### config.mk
export PLATFORM = sky130hd
export DESIGN_NAME = rom_streamer
export DESIGN_NICKNAME = d
export VERILOG_FILES = /design/src/rtl/rom_stream_pkg.sv /design/src/rtl/rom_stream_ctr.sv /design/src/rtl/rom_streamer.sv
export SDC_FILE = /design/constraint.sdc
export NUM_CORES = 1
export LEC_CHECK = 0
export ABC_AREA = 1
export ABC_CLOCK_PERIOD_IN_PS = 1220
export BUFFER_PORTS_ARGS = -buffer_cell sky130_fd_sc_hd__clkbuf_2
export CORE_MARGIN = 2
export CORE_UTILIZATION = 41
export DETAILED_ROUTE_END_ITERATION = 8
export GPL_ROUTABILITY_DRIVEN = 0
export PLACE_DENSITY = 0.67
export SYNTH_ARGS = -nofsm -noshare
export SYNTH_HDL_FRONTEND = slang
export SYNTH_SLANG_ARGS = --single-unit
### constraint.sdc
create_clock -name clk -period 1.22 [get_ports clk]
set_input_delay 0.061 -clock clk [delete_from_list [all_inputs] [get_ports clk]]
set_output_delay 0.061 -clock clk [all_outputs]
set_load 0.01 [all_outputs]
### src/rtl/rom_stream_pkg.sv
// Shared constants and FSM state type for the ROM streamer.
package rom_stream_pkg;

    localparam int ADDR_W = 3;
    localparam int DATA_W = 4;
    localparam int LEN_W  = 4;
    localparam int DEPTH  = 2 ** ADDR_W;

    typedef enum logic {
        IDLE   = 1'b0,
        STREAM = 1'b1
    } state_e;

endpackage

### src/rtl/rom_stream_ctr.sv
// Address pointer and remaining-word counter for the ROM streamer.
// Loads a start address and a saturated length, and advances with wrap at DEPTH.
module rom_stream_ctr
    import rom_stream_pkg::*;
(
    input  logic              clk,
    input  logic              rst_n,
    input  logic              load_i,
    input  logic [ADDR_W-1:0] addr_i,
    input  logic [LEN_W-1:0]  len_i,
    input  logic              advance_i,
    output logic [ADDR_W-1:0] ptr_o,
    output logic              last_o,
    output logic              empty_o
);

    logic [ADDR_W-1:0] ptr_q, ptr_d;
    logic [LEN_W-1:0]  remaining_q, remaining_d;
    logic [LEN_W-1:0]  len_sat;

    // Lengths beyond the table size would re-read words, so clamp to one full pass.
    assign len_sat = (len_i > LEN_W'(DEPTH)) ? LEN_W'(DEPTH) : len_i;

    // NOTE: every signal written here gets a default first, so no latch can be inferred.
    always_comb begin
        ptr_d       = ptr_q;
        remaining_d = remaining_q;
        if (load_i) begin
            ptr_d       = addr_i;
            remaining_d = len_sat;
        end else if (advance_i) begin
            ptr_d       = ptr_q + 1'b1;
            remaining_d = remaining_q - 1'b1;
        end
    end

    // NOTE: state registers use non-blocking assignments so all flops update together.
    always_ff @(posedge clk or negedge rst_n) begin
        if (!rst_n) begin
            ptr_q       <= '0;
            remaining_q <= '0;
        end else begin
            ptr_q       <= ptr_d;
            remaining_q <= remaining_d;
        end
    end

    assign ptr_o   = ptr_q;
    assign last_o  = (remaining_q == LEN_W'(1));
    assign empty_o = (remaining_q == '0);

endmodule

### src/rtl/rom_streamer.sv
// Streams a run of ROM words onto a valid/ready interface with a last flag.
// Optional ROM_STREAMER_PARITY_EN adds a registered even-parity output m_parity.
module rom_streamer
    import rom_stream_pkg::*;
(
    input  logic              clk,
    input  logic              rst_n,
    input  logic              start,
    input  logic [ADDR_W-1:0] start_addr,
    input  logic [LEN_W-1:0]  length,
    output logic              busy,
    output logic              done,
    output logic [ADDR_W-1:0] rom_addr,
    input  logic [DATA_W-1:0] rom_data,
    output logic              m_valid,
    input  logic              m_ready,
    output logic [DATA_W-1:0] m_data,
    output logic              m_last
`ifdef ROM_STREAMER_PARITY_EN
   ,output logic              m_parity
`endif
);

    state_e            state_q, state_d;
    logic              done_q, done_d;
    logic              valid_q, valid_d;
    logic [DATA_W-1:0] data_q, data_d;
    logic              last_q, last_d;
    logic              cmd_load;
    logic              advance;
    logic              ctr_last;
    logic              ctr_empty;

    rom_stream_ctr u_ctr (
        .clk       (clk),
        .rst_n     (rst_n),
        .load_i    (cmd_load),
        .addr_i    (start_addr),
        .len_i     (length),
        .advance_i (advance),
        .ptr_o     (rom_addr),
        .last_o    (ctr_last),
        .empty_o   (ctr_empty)
    );

    always_comb begin
        state_d  = state_q;
        done_d   = 1'b0;
        valid_d  = valid_q;
        data_d   = data_q;
        last_d   = last_q;
        cmd_load = 1'b0;
        advance  = 1'b0;
        unique case (state_q)
            IDLE: begin
                if (start) begin
                    if (length != '0) begin
                        cmd_load = 1'b1;
                        state_d  = STREAM;
                    end else begin
                        done_d = 1'b1;
                    end
                end
            end
            STREAM: begin
                // Refill the output register whenever it is empty or being drained.
                if (!ctr_empty && (!valid_q || m_ready)) begin
                    data_d  = rom_data;
                    valid_d = 1'b1;
                    last_d  = ctr_last;
                    advance = 1'b1;
                end else if (valid_q && m_ready) begin
                    valid_d = 1'b0;
                    last_d  = 1'b0;
                    if (last_q) begin
                        state_d = IDLE;
                        done_d  = 1'b1;
                    end
                end
            end
            default: state_d = IDLE;
        endcase
    end

    always_ff @(posedge clk or negedge rst_n) begin
        if (!rst_n) begin
            state_q <= IDLE;
            done_q  <= 1'b0;
            valid_q <= 1'b0;
            data_q  <= '0;
            last_q  <= 1'b0;
        end else begin
            state_q <= state_d;
            done_q  <= done_d;
            valid_q <= valid_d;
            data_q  <= data_d;
            last_q  <= last_d;
        end
    end

    assign busy    = (state_q == STREAM);
    assign done    = done_q;
    assign m_valid = valid_q;
    assign m_data  = data_q;
    assign m_last  = last_q;

`ifdef ROM_STREAMER_PARITY_EN
    logic parity_q;

    // Loaded on exactly the same condition as data_q, so it holds with it under stall.
    always_ff @(posedge clk or negedge rst_n) begin
        if (!rst_n) begin
            parity_q <= 1'b0;
        end else if (advance) begin
            parity_q <= ^rom_data;
        end
    end

    assign m_parity = parity_q;
`endif

endmodule

==> After elaboration in Yosys (flattened, before gate mapping) <==
Cells that the tools add are included.
{ "classes": {"n_eq_ne": 1, "addsub": 2, "mux": 23, "n_reduce_logical": 11, "bitwise_logic": 1, "order_cmp": 1} }
{ "ops": {"columns": ["operator", "n"], "rows": [
  ["2-to-1 mux 1 bit", 16],
  ["2-to-1 mux 4 bit", 3],
  ["2-to-1 mux 3 bit", 2],
  ["== test 4 x 1 -> 1 bit, second input constant", 1],
  ["greater-than comparator 4 bit, second input constant", 1],
  ["zero test 4 bit", 1],
  ["one-hot mux 1 bit (2 select lines)", 2],
  ["AND reduction 2 bit", 2],
  ["nonzero test 2 bit", 2],
  ["nonzero test 4 bit", 1],
  ["subtractor 4 x 1 -> 4 bit, second input constant", 1],
  ["adder 3 x 1 -> 3 bit, second input constant", 1],
  ["logical AND 1 bit", 2],
  ["zero test 1 bit", 2],
  ["logical OR 1 bit", 1],
  ["inverter 1 bit", 1]
]} }
{ "totals": {"output_inout_bits": 11, "word_cells": 46, "in_bits": 15, "register_bits": 15} }

==> Logic depth before layout (Yosys ltp) <==
{ "logic_depth": {"word_depth": 7, "ltp_mapped": 9, "depth_no_buf": 8} }

==> Cells and area by module <==
From an unflattened synthesis, not the netlist that was laid out.
{ "unflattened": {"cells_unflattened": 105, "area_unflattened_um2": 822.0} }
{ "modules_own_cells": {"columns": ["module", "cells_per_inst", "area_each_um2", "seq_area_each_um2", "n_inst"], "rows": [
  ["rom_stream_ctr", 58, 447.9, 175.2, 1],
  ["rom_streamer", 47, 374.1, 200.2, 1]
]} }

==> Least setup slack after synthesis <==
OpenSTA, ideal clock, no wires.
{ "synth_path": {"kind": "reg2reg", "startpoint": "register u_ctr.remaining_q[0]", "endpoint": "register u_ctr.ptr_q[2] (netlist: u_ctr.ptr_o[2])", "arrival_ps": 1100, "required_ps": 1103, "slack_ps": 3, "period_less_slack_ps": 1217, "setup_time_ps": 117, "path_buffers": 0, "path_stages_with_launch": 8, "cell_sequence": "dfrtp_1 -> inv_1 -> ha_1 -> nand3_1 -> nand2_2 -> nand2_1 -> nand2_1 -> nand2_1"} }
{ "synth_between": {"elab_chain_cells": 6} }
{ "synth_lines": {"columns": ["element", "line", "text"], "rows": [
  ["start, declared", "rom_stream_ctr.sv:18", "logic [LEN_W-1:0] remaining_q, remaining_d;"],
  ["start signal, assigned", "rom_stream_ctr.sv:44", "remaining_q <= remaining_d;"],
  ["zero test 4 bit", "rom_stream_ctr.sv:50", "assign empty_o = (remaining_q == '0);"],
  ["zero test 1 bit", "rom_streamer.sv:67", "if (!ctr_empty && (!valid_q || m_ready)) begin"],
  ["logical AND 1 bit", "rom_streamer.sv:67", null],
  ["2-to-1 mux 1 bit", "rom_streamer.sv:67", null],
  ["2-to-1 mux 1 bit", "rom_streamer.sv:54", "unique case (state_q)"],
  ["nonzero test 2 bit (no line)", null, null],
  ["end signal, assigned", "rom_stream_ctr.sv:43", "ptr_q <= ptr_d;"],
  ["end, declared", "rom_stream_ctr.sv:17", "logic [ADDR_W-1:0] ptr_q, ptr_d;"]
]} }
No other way between the ends.
A chain may end at the register's enable or synchronous reset.

==> Worst setup path after layout <==
{ "layout_path": {"startpoint": "register u_ctr.remaining_q[0]", "endpoint": "register done_q (netlist: done)"} }
{ "layout_between": {"elab_chain_cells": 5} }
{ "layout_lines": {"columns": ["element", "line", "text"], "rows": [
  ["zero test 4 bit", "rom_stream_ctr.sv:50", null],
  ["zero test 1 bit", "rom_streamer.sv:67", null],
  ["logical AND 1 bit", "rom_streamer.sv:67", null],
  ["2-to-1 mux 1 bit", "rom_streamer.sv:67", null],
  ["one-hot mux 1 bit (2 select lines)", "rom_streamer.sv:54", null],
  ["net done_d", "rom_streamer.sv:25", "logic done_q, done_d;"],
  ["end signal, assigned", "rom_streamer.sv:94", "done_q <= done_d;"],
  ["end, declared", "rom_streamer.sv:25", null]
]} }
The timed path passes the listed nets, and every way through them passes these cells.

==> impl_metrics.toml <==
[synthesis]
synth_xor_area_share_pct = 2.035
synth_fp_nets = 130
synth.mux.area_fraction_pct = 0
syn_area_um2 = 860.8
seq_area_frac_synth_pct = 43.60
yosys.area.top_type = "dfrtp_1"
yosys.area_share.adder_pct = 4.360
synth_top_area_share_pct = 43.60
yosys_warnings = 0
synth_compound_area_share_pct = 2.326
synthCells = 112
synth_top_family_by_area = "simple AND/OR/NAND/NOR gates"
synth_area_leaders = "dfrtp_1, nand2_1, nand3_1, ha_1, nor2_1"
postSynthAreaPerCell_um2 = 7.686
yosysUniqueCellTypes = 16
yosys_register_bits = 15
yosys.area_share.simple_pct = 39.97

[critical_path]
r2r_start = "u_ctr.remaining_q[0]$_DFFE_PN0P_"
path_max_fanout = 3
crit_arrival_ns = 1.40
crit_required_ns = 1.42
reg2reg_setup_slack_ns = 0.02
cp-start-kind = "flop"
reg2regPathDepth = 7
cp-end-kind = "flop"
crit_type = "flop to flop"
timing.rr.end = "done$_DFF_PN0_"

[cells_and_area]
syn_to_final_growth_pct = 41.42
final_nets = 174
fin_cells = 182
n_antenna_cell = 0
fin_util_pct = 62.05
drive_above_1_share_pct = 39.35

[cts]
clk_latency_ns = 0.29
cts_tree = "built"
cts_max_level = 1
root_buffer = "clkbuf_4"
cts_made_buffers = 3
clock_sinks = 15
clk_pin_slew_ns = 0.10
clk_path_buf_depth = 2

[timing]
slew_violations = 0
fin_crit_ns = 1.200
fmax_ghz = 0.8332
slew_headroom_pct = 73.51
setup_ws_ns = 0.01980
rsz0062_at_grt = "true"
worst_pin_slew_ns = 0.3974
whs_ns = 0.03272
setup-violations-final = 0
clock_skew_ns = 0.01095
fin_crit_sh_pct = 98.38
hold_viol_final = 0

[die]
start_util_pct = 43.88
die_x_um = 49.82
die_area_um2 = 2482
fp-row-count = 16
num_io_pins = 26
core_area_um2 = 1962
die_h_um = 49.82

[detailed_routing]
vias = 879
wl_per_cell_um = 10.90
first_pass_iters = 4
ant_nets = 0
vias_per_cell = 4.830
drt_iter0_markers = 13
drc = 0
drt-total-wl_um = 1983

[placed_design]
dp_slack_ns = -0.04709
dp_hpwl_um = 1408
port_buffers = 25
dp_cells = 173

[run]
cap_violations = 0

[worst_hold_path]
hold_path_depth = 3
min_from = "start_addr[1]"
min_to = "u_ctr.ptr_o[1]$_DFFE_PN0P_"
holdCritPathClass = "input pin to flop"

[power_and_ir_drop]
p_total_mw = 0.8370
p_per_area_nw_per_um2 = 687.5
leakagePower_nw = 0.6938
ir_drop_mv = 0.5599

[global_routing]
grt-ovfl-total = 0
antenna_found_initial = 0
grt_usage_pct = 17.60
grt_first_pass_wirelength_um = 3381
grt_pass1_vias = 806
grt_start_max_net_pins = 16

[outcome]
status = "finished, final reports clean"
==> sequential cells by signal, indices dropped and copies added (netlist names) <==
name and count:
done 1, busy 1, m_last 1, u_ctr.ptr_o 3
m_valid 1, m_data 4, u_ctr.remaining_q 4
==> Yosys cell counts <==
cell type and n:
nor2_4 1, nand2_1 44, nand2_4 2, buf_6 1, nor2_1 8, xor2_1 2
nand3_2 1, inv_4 1, nand3_1 16, buf_8 1, o21ai_0 4, inv_1 7
nand2_2 4, dfrtp_1 15, ha_1 3, inv_2 2
==> final cells by class <==
type | instances | area (µm²)
multi-input combinational | 85 | 479.2
clock buffer | 3 | 22.52
inverter | 10 | 40.04
timing repair buffer | 41 | 261.5
tap | 27 | 33.78
fill | 186 | 744.5
clock inverter | 1 | 5.005
sequential | 15 | 375.4
==> kinds of logic (layout without fill, tap and decap cells) <==
kind of cell             Yosys count  in the layout
AO/OA/AOI/OAI                      4              4
XOR/XNOR                           2              2
adder cells (fa/ha/maj)            3              3
buffers and inverters             12             55
flip-flops                        15             15
AND/OR/NAND/NOR                   76             76
==> routing by layer <==
metal  global-route usage (%)  share of wire (%)  wire length [µm]  vias up
met3                    3.939                3.5                69        2
met4                    2.778               0.71                14        0
met2                    32.00                 53              1052       23
met1                    21.39                 43               847      420
li1                         -                  -                 -      434
met5                        0                  0                 0        -
==> metrics by stage <==
stage / instance area, µm² / TNS [ns]
6_report: 1217 / 0
3_5_place_dp: 1076 / -0.3132
5_1_grt: 1217 / -0.3572
3_3_place_gp: 1076 / -0.03036
2_1_floorplan: 860.8 / 0
4_1_cts: 1185 / 0
==> report_power, final <==
group	switching [mW]	internal, mW
sequential	0	0.497
combinational	0.0245	0.0275
clock	0.166	0.122
==> critical path, cell delays in order (launching register included) <==
cell and delay [ns]:
dfrtp_1 0.41, inv_2 0.09, ha_4 0.16, nand3_4 0.09
buf_4 0.15, nor2_4 0.09, nand2_1 0.04, o21ai_0 0.07
==> cell usage in the layout, fill, tap and decap left out <==
master	count
buf_4	10
buf_6	1
clkbuf_2	25
clkbuf_4	3
clkinv_2	1
dfrtp_1	15
dlygate4sd3_1	5
ha_1	2
ha_4	1
inv_1	5
inv_2	4
inv_4	1
nand2_1	42
nand2_2	5
nand2_4	3
nand3_1	15
nand3_2	1
nand3_4	1
nor2_1	5
nor2_2	1
nor2_4	3
o21ai_0	1
o21ai_1	3
xor2_1	1
xor2_2	1
==> timing repair <==
action                                  in CTS  in global routing
hold endpoints to repair                    19                  0
pin swaps                                    1                  9
hold buffers                                 5                  0
buffers inserted                             0                  0
endpoints found under the setup margin      14                 14
resized for setup                            9                 10
==> worst max-delay path by stage <==
stage                                                start  slack, ns                               end  cells after the start
after floorplan           u_ctr.remaining_q[0]$_DFFE_PN0P_      0.003        u_ctr.ptr_o[2]$_DFFE_PN0P_                      7
after global placement    u_ctr.remaining_q[0]$_DFFE_PN0P_      -0.02  u_ctr.remaining_q[3]$_DFFE_PN0P_                      7
after detailed placement  u_ctr.remaining_q[0]$_DFFE_PN0P_      -0.05  u_ctr.remaining_q[3]$_DFFE_PN0P_                      7
after CTS                 u_ctr.remaining_q[0]$_DFFE_PN0P_       0.01                    done$_DFF_PN0_                      7
after global routing      u_ctr.remaining_q[0]$_DFFE_PN0P_      -0.07  u_ctr.remaining_q[2]$_DFFE_PN0P_                      8
final                     u_ctr.remaining_q[0]$_DFFE_PN0P_       0.02                    done$_DFF_PN0_                      7
No activity file was read; power rests on OpenSTA's default activity.
